[src/rtl/bg_tx_pkg.sv]
// Shared definitions for the bank-group TX lane controller.
// Holds the delay sequencer state encoding and the lane/phase geometry.
// No ports; imported by bg_dly_seq and bg_tx_lane_ctrl.
package bg_tx_pkg;

    localparam int NUM_LANES             = 2;
    localparam int NUM_PHASES            = 4;
    localparam int DEFAULT_SETTLE_CYCLES = 4;

    typedef enum logic [2:0] {
        ST_IDLE   = 3'd0,
        ST_LOAD   = 3'd1,
        ST_MOVE   = 3'd2,
        ST_SETTLE = 3'd3,
        ST_DONE   = 3'd4
    } dly_state_t;

endpackage

[src/rtl/bg_dly_seq.sv]
// Delay-line sequencer: optional LOAD, then STEPS MOVE pulses, each followed by SETTLE_CYCLES idle cycles.
// Latency: first pulse 1 cycle after acceptance; ack registered, 1 cycle after DONE (2 cycles for an empty request).
// Backpressure: requests are accepted only in IDLE; req outside IDLE is ignored (busy is high there).
// Ports: clk/rst_n (sync active-low); req/req_lane/req_dir/req_load/req_steps request;
//        oor = out-of-range of the latched lane; busy/ack/err status;
//        move_pulse/load_pulse one-cycle strobes; lane/dir latched selection for the top-level demux.
module bg_dly_seq
    import bg_tx_pkg::*;
#(
    parameter int SETTLE_CYCLES = DEFAULT_SETTLE_CYCLES,
    parameter int STEP_W        = 8
) (
    input  logic              clk,
    input  logic              rst_n,
    input  logic              req,
    input  logic              req_lane,
    input  logic              req_dir,
    input  logic              req_load,
    input  logic [STEP_W-1:0] req_steps,
    input  logic              oor,
    output logic              busy,
    output logic              ack,
    output logic              err,
    output logic              move_pulse,
    output logic              load_pulse,
    output logic              lane,
    output logic              dir
);

    // Settle counter runs SETTLE_CYCLES-1 down to 0; 0 marks the last settle cycle.
    localparam logic [3:0]        SETTLE_LAST = 4'(SETTLE_CYCLES - 1);
    localparam logic [STEP_W-1:0] STEP_ONE    = STEP_W'(1);

    dly_state_t        state;
    dly_state_t        state_nxt;
    logic [STEP_W-1:0] steps_q;
    logic [3:0]        settle_cnt;
    logic              accept;
    logic              abort;

    always_ff @(posedge clk) begin
        if (!rst_n) begin
            state <= ST_IDLE;
        end else begin
            state <= state_nxt;
        end
    end

    always_comb begin
        state_nxt  = state;
        accept     = 1'b0;
        abort      = 1'b0;
        move_pulse = 1'b0;
        load_pulse = 1'b0;
        busy       = 1'b1;
        case (state)
            ST_IDLE: begin
                busy = 1'b0;
                if (req) begin
                    accept = 1'b1;
                    if (req_load) begin
                        state_nxt = ST_LOAD;
                    end else if (req_steps != '0) begin
                        state_nxt = ST_MOVE;
                    end else begin
                        state_nxt = ST_DONE;
                    end
                end
            end
            ST_LOAD: begin
                load_pulse = 1'b1;
                state_nxt  = ST_SETTLE;
            end
            ST_MOVE: begin
                move_pulse = 1'b1;
                state_nxt  = ST_SETTLE;
            end
            ST_SETTLE: begin
                if (settle_cnt == 4'd0) begin
                    // Out-of-range is only trusted once the line has settled.
                    if (oor) begin
                        abort     = 1'b1;
                        state_nxt = ST_DONE;
                    end else if (steps_q != '0) begin
                        state_nxt = ST_MOVE;
                    end else begin
                        state_nxt = ST_DONE;
                    end
                end
            end
            ST_DONE: begin
                state_nxt = ST_IDLE;
            end
            default: begin
                state_nxt = ST_IDLE;
            end
        endcase
    end

    always_ff @(posedge clk) begin
        if (!rst_n) begin
            steps_q    <= '0;
            settle_cnt <= 4'd0;
            lane       <= 1'b0;
            dir        <= 1'b0;
            err        <= 1'b0;
            ack        <= 1'b0;
        end else begin
            ack <= (state == ST_DONE);
            if (accept) begin
                lane    <= req_lane;
                dir     <= req_dir;
                steps_q <= req_steps;
                err     <= 1'b0;
            end
            if (move_pulse) begin
                steps_q <= steps_q - STEP_ONE;
            end
            if (load_pulse || move_pulse) begin
                settle_cnt <= SETTLE_LAST;
            end else if (state == ST_SETTLE && settle_cnt != 4'd0) begin
                settle_cnt <= settle_cnt - 4'd1;
            end
            // Sticky until the next accepted request; leftover steps are dropped.
            if (abort) begin
                err     <= 1'b1;
                steps_q <= '0;
            end
        end
    end

endmodule

[src/rtl/bg_tx_lane_ctrl.sv]
// Two-lane bank-group TX controller: phase demux into per-lane serializer/OE registers plus delay-line sequencing.
// Latency: TX_DATA/OE_DATA 1 cycle after input; delay-line strobes per bg_dly_seq.
// Backpressure: none on the data path; delay requests wait for DLY_BUSY low (held DLY_REQ is ignored while busy).
// Ports: FAB_CLK, RESET_N (sync active-low); BG_PHASE/BG_VALID/DRIVE_EN -> TX_DATA_x/OE_DATA_x;
//        DLY_* request/status; DELAY_LINE_* per-lane controls and out-of-range inputs; TAP_POS_x tap tracking.
// Build option: define BG_TX_TAP_TRACK_EN to build the TAP_POS counters; otherwise TAP_POS_x are tied to 0.
module bg_tx_lane_ctrl
    import bg_tx_pkg::*;
#(
    parameter int SETTLE_CYCLES = DEFAULT_SETTLE_CYCLES,
    parameter int STEP_W        = 8
) (
    input  logic                      FAB_CLK,
    input  logic                      RESET_N,
    input  logic [2*NUM_PHASES-1:0]   BG_PHASE,
    input  logic                      BG_VALID,
    input  logic                      DRIVE_EN,
    output logic [NUM_PHASES-1:0]     TX_DATA_0,
    output logic [NUM_PHASES-1:0]     TX_DATA_1,
    output logic [NUM_PHASES-1:0]     OE_DATA_0,
    output logic [NUM_PHASES-1:0]     OE_DATA_1,
    input  logic                      DLY_REQ,
    input  logic                      DLY_LANE,
    input  logic                      DLY_DIR,
    input  logic                      DLY_LOAD,
    input  logic [STEP_W-1:0]         DLY_STEPS,
    output logic                      DLY_BUSY,
    output logic                      DLY_ACK,
    output logic                      DLY_ERR,
    output logic                      DELAY_LINE_MOVE_0,
    output logic                      DELAY_LINE_MOVE_1,
    output logic                      DELAY_LINE_DIRECTION_0,
    output logic                      DELAY_LINE_DIRECTION_1,
    output logic                      DELAY_LINE_LOAD_0,
    output logic                      DELAY_LINE_LOAD_1,
    input  logic                      DELAY_LINE_OUT_OF_RANGE_0,
    input  logic                      DELAY_LINE_OUT_OF_RANGE_1,
    output logic [STEP_W-1:0]         TAP_POS_0,
    output logic [STEP_W-1:0]         TAP_POS_1
);

    // ---------------- data path ----------------
    logic [NUM_PHASES-1:0] lane0_bits;
    logic [NUM_PHASES-1:0] lane1_bits;

    // Even bits of each phase pair go to lane 0, odd bits to lane 1.
    always_comb begin
        lane0_bits = '0;
        lane1_bits = '0;
        for (int p = 0; p < NUM_PHASES; p++) begin
            lane0_bits[p] = BG_PHASE[2*p];
            lane1_bits[p] = BG_PHASE[2*p+1];
        end
    end

    always_ff @(posedge FAB_CLK) begin
        if (!RESET_N) begin
            TX_DATA_0 <= '0;
            TX_DATA_1 <= '0;
            OE_DATA_0 <= '0;
            OE_DATA_1 <= '0;
        end else begin
            if (BG_VALID) begin
                TX_DATA_0 <= lane0_bits;
                TX_DATA_1 <= lane1_bits;
            end
            // OE tracks DRIVE_EN every cycle, independent of BG_VALID.
            OE_DATA_0 <= {NUM_PHASES{DRIVE_EN}};
            OE_DATA_1 <= {NUM_PHASES{DRIVE_EN}};
        end
    end

    // ---------------- delay sequencer ----------------
    logic seq_move;
    logic seq_load;
    logic seq_lane;
    logic seq_dir;
    logic sel_oor;

    assign sel_oor = seq_lane ? DELAY_LINE_OUT_OF_RANGE_1 : DELAY_LINE_OUT_OF_RANGE_0;

    bg_dly_seq #(
        .SETTLE_CYCLES (SETTLE_CYCLES),
        .STEP_W        (STEP_W)
    ) u_dly_seq (
        .clk        (FAB_CLK),
        .rst_n      (RESET_N),
        .req        (DLY_REQ),
        .req_lane   (DLY_LANE),
        .req_dir    (DLY_DIR),
        .req_load   (DLY_LOAD),
        .req_steps  (DLY_STEPS),
        .oor        (sel_oor),
        .busy       (DLY_BUSY),
        .ack        (DLY_ACK),
        .err        (DLY_ERR),
        .move_pulse (seq_move),
        .load_pulse (seq_load),
        .lane       (seq_lane),
        .dir        (seq_dir)
    );

    // Lane demux: the unselected lane sees all zeros. Direction keeps the
    // latched value after DONE because lane/dir only change on acceptance.
    assign DELAY_LINE_MOVE_0      = seq_move & ~seq_lane;
    assign DELAY_LINE_MOVE_1      = seq_move &  seq_lane;
    assign DELAY_LINE_LOAD_0      = seq_load & ~seq_lane;
    assign DELAY_LINE_LOAD_1      = seq_load &  seq_lane;
    assign DELAY_LINE_DIRECTION_0 = seq_dir  & ~seq_lane;
    assign DELAY_LINE_DIRECTION_1 = seq_dir  &  seq_lane;

    // ---------------- tap tracking ----------------
`ifdef BG_TX_TAP_TRACK_EN
    localparam logic [STEP_W-1:0] TAP_ONE = STEP_W'(1);

    logic [STEP_W-1:0] tap_0;
    logic [STEP_W-1:0] tap_1;

    // LOAD re-centres the count to 0; MOVE steps by one and saturates at both ends.
    function automatic logic [STEP_W-1:0] tap_next(input logic [STEP_W-1:0] cur,
                                                   input logic ld,
                                                   input logic mv,
                                                   input logic up);
        logic [STEP_W-1:0] r;
        r = cur;
        if (ld) begin
            r = '0;
        end else if (mv) begin
            if (up && cur != '1) begin
                r = cur + TAP_ONE;
            end else if (!up && cur != '0) begin
                r = cur - TAP_ONE;
            end
        end
        return r;
    endfunction

    always_ff @(posedge FAB_CLK) begin
        if (!RESET_N) begin
            tap_0 <= '0;
            tap_1 <= '0;
        end else begin
            tap_0 <= tap_next(tap_0, DELAY_LINE_LOAD_0, DELAY_LINE_MOVE_0, seq_dir);
            tap_1 <= tap_next(tap_1, DELAY_LINE_LOAD_1, DELAY_LINE_MOVE_1, seq_dir);
        end
    end

    assign TAP_POS_0 = tap_0;
    assign TAP_POS_1 = tap_1;
`else
    assign TAP_POS_0 = '0;
    assign TAP_POS_1 = '0;
`endif

endmodule
[config.mk]
export PLATFORM = sky130hd
export DESIGN_NAME = bg_tx_lane_ctrl
export DESIGN_NICKNAME = d
export VERILOG_FILES = /design/src/rtl/bg_tx_pkg.sv /design/src/rtl/bg_dly_seq.sv /design/src/rtl/bg_tx_lane_ctrl.sv
export SDC_FILE = /design/constraint.sdc
export NUM_CORES = 1
export LEC_CHECK = 0
export ABC_AREA = 1
export BUFFER_PORTS_ARGS = -buffer_cell sky130_fd_sc_hd__clkbuf_2
export CORE_MARGIN = 8
export CORE_UTILIZATION = 25
export CTS_CLUSTER_SIZE = 30
export DETAILED_ROUTE_END_ITERATION = 12
export HOLD_SLACK_MARGIN = 0.12
export PLACE_DENSITY = 0.54
export SYNTH_ARGS = -nofsm -noshare
export SYNTH_HDL_FRONTEND = slang
export SYNTH_HIERARCHICAL = 1
export SYNTH_SLANG_ARGS = --single-unit
[constraint.sdc]
create_clock -name FAB_CLK -period 1.7 [get_ports FAB_CLK]
set_input_delay 0.34 -clock FAB_CLK [delete_from_list [all_inputs] [get_ports FAB_CLK]]
set_output_delay 0.34 -clock FAB_CLK [all_outputs]
set_load 0.1 [all_outputs]
==> results.md <==
- DR pass1 iterations: 5
- First-pass GRT wire length: 6.89 mm
- CTS tree: built
- Ys async rst share: 0%
- Worst Hold End: OE_DATA_1[0]
- Synthesized instance count: 262
- CP max FO: 4
- CTS Buf Count: 3
- FF-to-FF Start: u_dly_seq/state[2]
- Crit Path Class: flip-flop to output pin
- Grt ovf: 0
- Area Overhead vs Synth: 21.3%
- Synth Area in Simple Gates: 30.3%
- R2R Path End: u_dly_seq/steps_q[5]
- Total Wirelength: 4.26 mm
- Gr usage total: 8.51%
- LEAKAGE: 0.00112 µW
- Xor and xnor area share after synthesis: 0%
- Sequential fraction of the synthesis area: 33.2%
- Initial antenna violation count: 0
- Drt initial violations: 77
- Htree depth: 1
- # nets final: 336
- Worst-path clk slew: 0.10 ns
- Clk_lat worst skew: 0.27 ns
- Max Clk Rate: 614 MHz
- Internal power: 1360 µW
- Setup slack, reg-to-reg: 0.31 ns
- Post-synth top flop: dfxtp_1
- Fillcell total: 741
- Core area: 0.00668 mm²
- CP arrival: 1.29 ns
- Final Cell Area: 0.00205 mm²
- Initial Utilization: 25.3%
- Setup-failing EPs final: 0
- Sequence of cells on the critical path: inv_2, nand3_1, inv_1, inv_1, nor2_4, buf_12
- Die Wd: 98.2 µm
- Max VDD drop: 0.465 mV
- Rel. slew slack: 63.5%
- Share of cells above drive strength 1: 24.3%
- Max_cap viols: 0
- Synth Warn #: 6
- Final worst path period need: 1.63 ns
- Area of the die: 0.00965 mm²
- Clk buf depth: 2
- Root Buffer: clkbuf_8
- GP Congestion: 0.824
- Mapped cell area: 0.00169 mm²
- ANT nets after route: 0
- RSZ-0062 raised after global routing: false
- DR vias/cell: 4.13
- Main combinational cell family by area after synthesis: simple AND/OR/NAND/NOR gates
- Diode count: 0
- Boundary pin count: 67
- Mean Syn Cell Area: 6.45 µm²
- Post-synth EDFFs: 0
- Clk_skew: 0.00427 ns
- Status: completed
- Crit-path max cell delay: 0.36 ns
- Critical path capture point type: output pin
- Delay-heaviest family, CP: buffers and inverters
- Yosys reg bits: 28
- Post-layout util: 30.7%
- Synth Area in Compound Gates: 10.1%
- R2R cell count: 8
- Psw: 1470 µW
- Most common cell on crit path: inv_1
- DPL Wire Length: 3.52 mm
- Clock power share: 12.9%
- Inst Count DP: 381
- Largest net degree at the start of global routing: 17
- Worst-margin pin slew: 0.549 ns
- Combinational share of power: 57.3%
- Hold Path Cell Cnt: 3
- Sw Ratio: 51.8%
- CTS Sinks: 28
- Vias: 1590
- Max Slew Vio Count: 0
- FP Rows: 30
- Final Hold Vio Count: 0
- Buf+Inv Stages, Crit Path: 4
- Worst path required time: 1.36 ns
- Sequential power share: 29.8%
- Period utilization: 95.9%
- Worst path slowest cell: dfxtp_1
- Hold wc startpoint: DRIVE_EN
- Placed Area: 0.00200 mm²
- Port-buffer cells: 50
- DRC viols: 0
- Vias in the first global route: 1517
- Adder-Cell Fraction of Synth Area: 2.22%
- Per-cell routed wire length: 11.1 µm
- Post-Layout Cell Count: 385
- Post-synthesis mux area share: 0%
- Setup TNS: 0 ns
- Height of the die: 98.2 µm
- Worst min path class: input pin to flip-flop
- Power Dens Cells: 1380 mW/mm²
- Synth unique cells: 28
- Setup crit start kind: flip-flop
==> kinds of logic (layout without fill, tap and decap cells) <==
kind of cell / count (synthesis) / after routing
other cells: 1 / 16
flops: 28 / 28
compound gates: 32 / 32
fa+ha+maj: 3 / 3
simple gates: 120 / 120
buf+inv: 78 / 106
==> state kept, by name, indices dropped and copies added, names as in the netlist <==
signal,cells
u_dly_seq/steps_q,8
u_dly_seq/err,1
TX_DATA_1,4
u_dly_seq/dir,1
TX_DATA_0,4
u_dly_seq/lane,1
u_dly_seq/settle_cnt,4
u_dly_seq/state,3
OE_DATA_1,1
u_dly_seq/ack,1
==> per-layer routing <==
| metal | wire length, µm | track usage, % | share of wire, % |
|---|---|---|---|
| met1 | 1880 | 9.25 | 44 |
| met2 | 1840 | 14.0 | 43 |
| met3 | 486 | 4.77 | 11 |
| met4 | 53 | 2.24 | 1.2 |
| met5 | 0 | 0 | 0 |
==> cell usage after synthesis, types with 2 or more instances <==
library cell | instances | area, µm²
nand2_1 | 56 | 210
o21ai_0 | 7 | 35.0
nor2_2 | 3 | 18.8
buf_4 | 24 | 180
nand3_2 | 2 | 20.0
nand3_1 | 11 | 55.1
nor2_1 | 40 | 150
and2_0 | 2 | 12.5
o21ai_1 | 9 | 45.0
inv_2 | 5 | 18.8
ha_1 | 3 | 37.5
a21oi_1 | 11 | 55.1
inv_1 | 44 | 165
a211oi_1 | 3 | 22.5
nand2_2 | 2 | 12.5
dfxtp_1 | 28 | 561
==> how the worst max path moves through the flow <==
stage | start | endpoint | slack [ns] | cells past startpoint
2_1_floorplan | u_dly_seq/state[2] | DELAY_LINE_MOVE_0 | -0.15 | 5
3_3_place_gp | u_dly_seq/state[0] | DELAY_LINE_MOVE_0 | 0.34 | 6
3_5_place_dp | u_dly_seq/state[2] | u_dly_seq/steps_q[5] | 0.32 | 8
4_1_cts | u_dly_seq/state[0] | DELAY_LINE_MOVE_0 | 0.006 | 6
5_1_grt | u_dly_seq/state[2] | DELAY_LINE_LOAD_1 | 0.004 | 6
6_report | u_dly_seq/state[2] | DELAY_LINE_LOAD_0 | 0.07 | 6
==> placed cells by master (no fill, tap or decap) <==
master / count
ha_1: 3
nor3_1: 1
o22ai_1: 1
nor2_1: 37
nor2_2: 5
inv_2: 6
clkbuf_8: 3
clkinv_1: 1
o211ai_1: 1
buf_4: 4
nand2_1: 56
nor4_1: 1
and2_0: 2
a21oi_1: 11
buf_12: 6
a211oi_1: 3
nor2_4: 1
inv_1: 43
or2_1: 1
o21ai_0: 7
nand3_2: 2
nand2_2: 2
nand3_1: 11
clkbuf_2: 43
conb_1: 16
o21ai_1: 9
dfxtp_1: 27
dfxtp_2: 1
nor3_4: 1
==> power groups by stage <==
stage                     combinational [µW]  sequential [µW]  clock [µW]
after floorplan                         1180              949           0
after global placement                  1600              856           0
after detailed placement                1610              856           0
after CTS                               1610              841         388
after global routing                    1760              853         406
final                                   1620              842         365
==> what timing repair did <==
action	4_1_cts	5_1_grt
buffers inserted	0	1
endpoints found under the setup margin	0	2
hold buffers	0	0
resized for setup	0	1
==> metrics by stage <==
step	power [µW]	worst slack, ns	hold WS (ns)
floorplan	2130	-0.146	0.438
global placement	2460	0.335	0.463
detailed placement	2460	0.319	0.464
CTS	2840	0.00641	0.240
global route	3020	0.00447	0.256
finish	2830	0.0704	0.247
==> cell type report <==
class	count	area [µm²]	share of cell area, %
clock buffers	3	41.3	2.01
inverters	50	188	9.15
multi-input cells	171	795	38.7
flip-flops and latches	28	562	27.4
well taps	80	100	4.88
repair buffers	53	365	17.8
==> worst reg2reg max path: stages (launching register included) <==
cell	delay, ns
dfxtp_1	0.42
inv_2	0.09
nand3_2	0.14
inv_2	0.06
nand2_2	0.19
nand2_1	0.15
o21ai_1	0.14
inv_1	0.05
a21oi_1	0.10
Note: power is estimated with default switching activity, not from simulation.
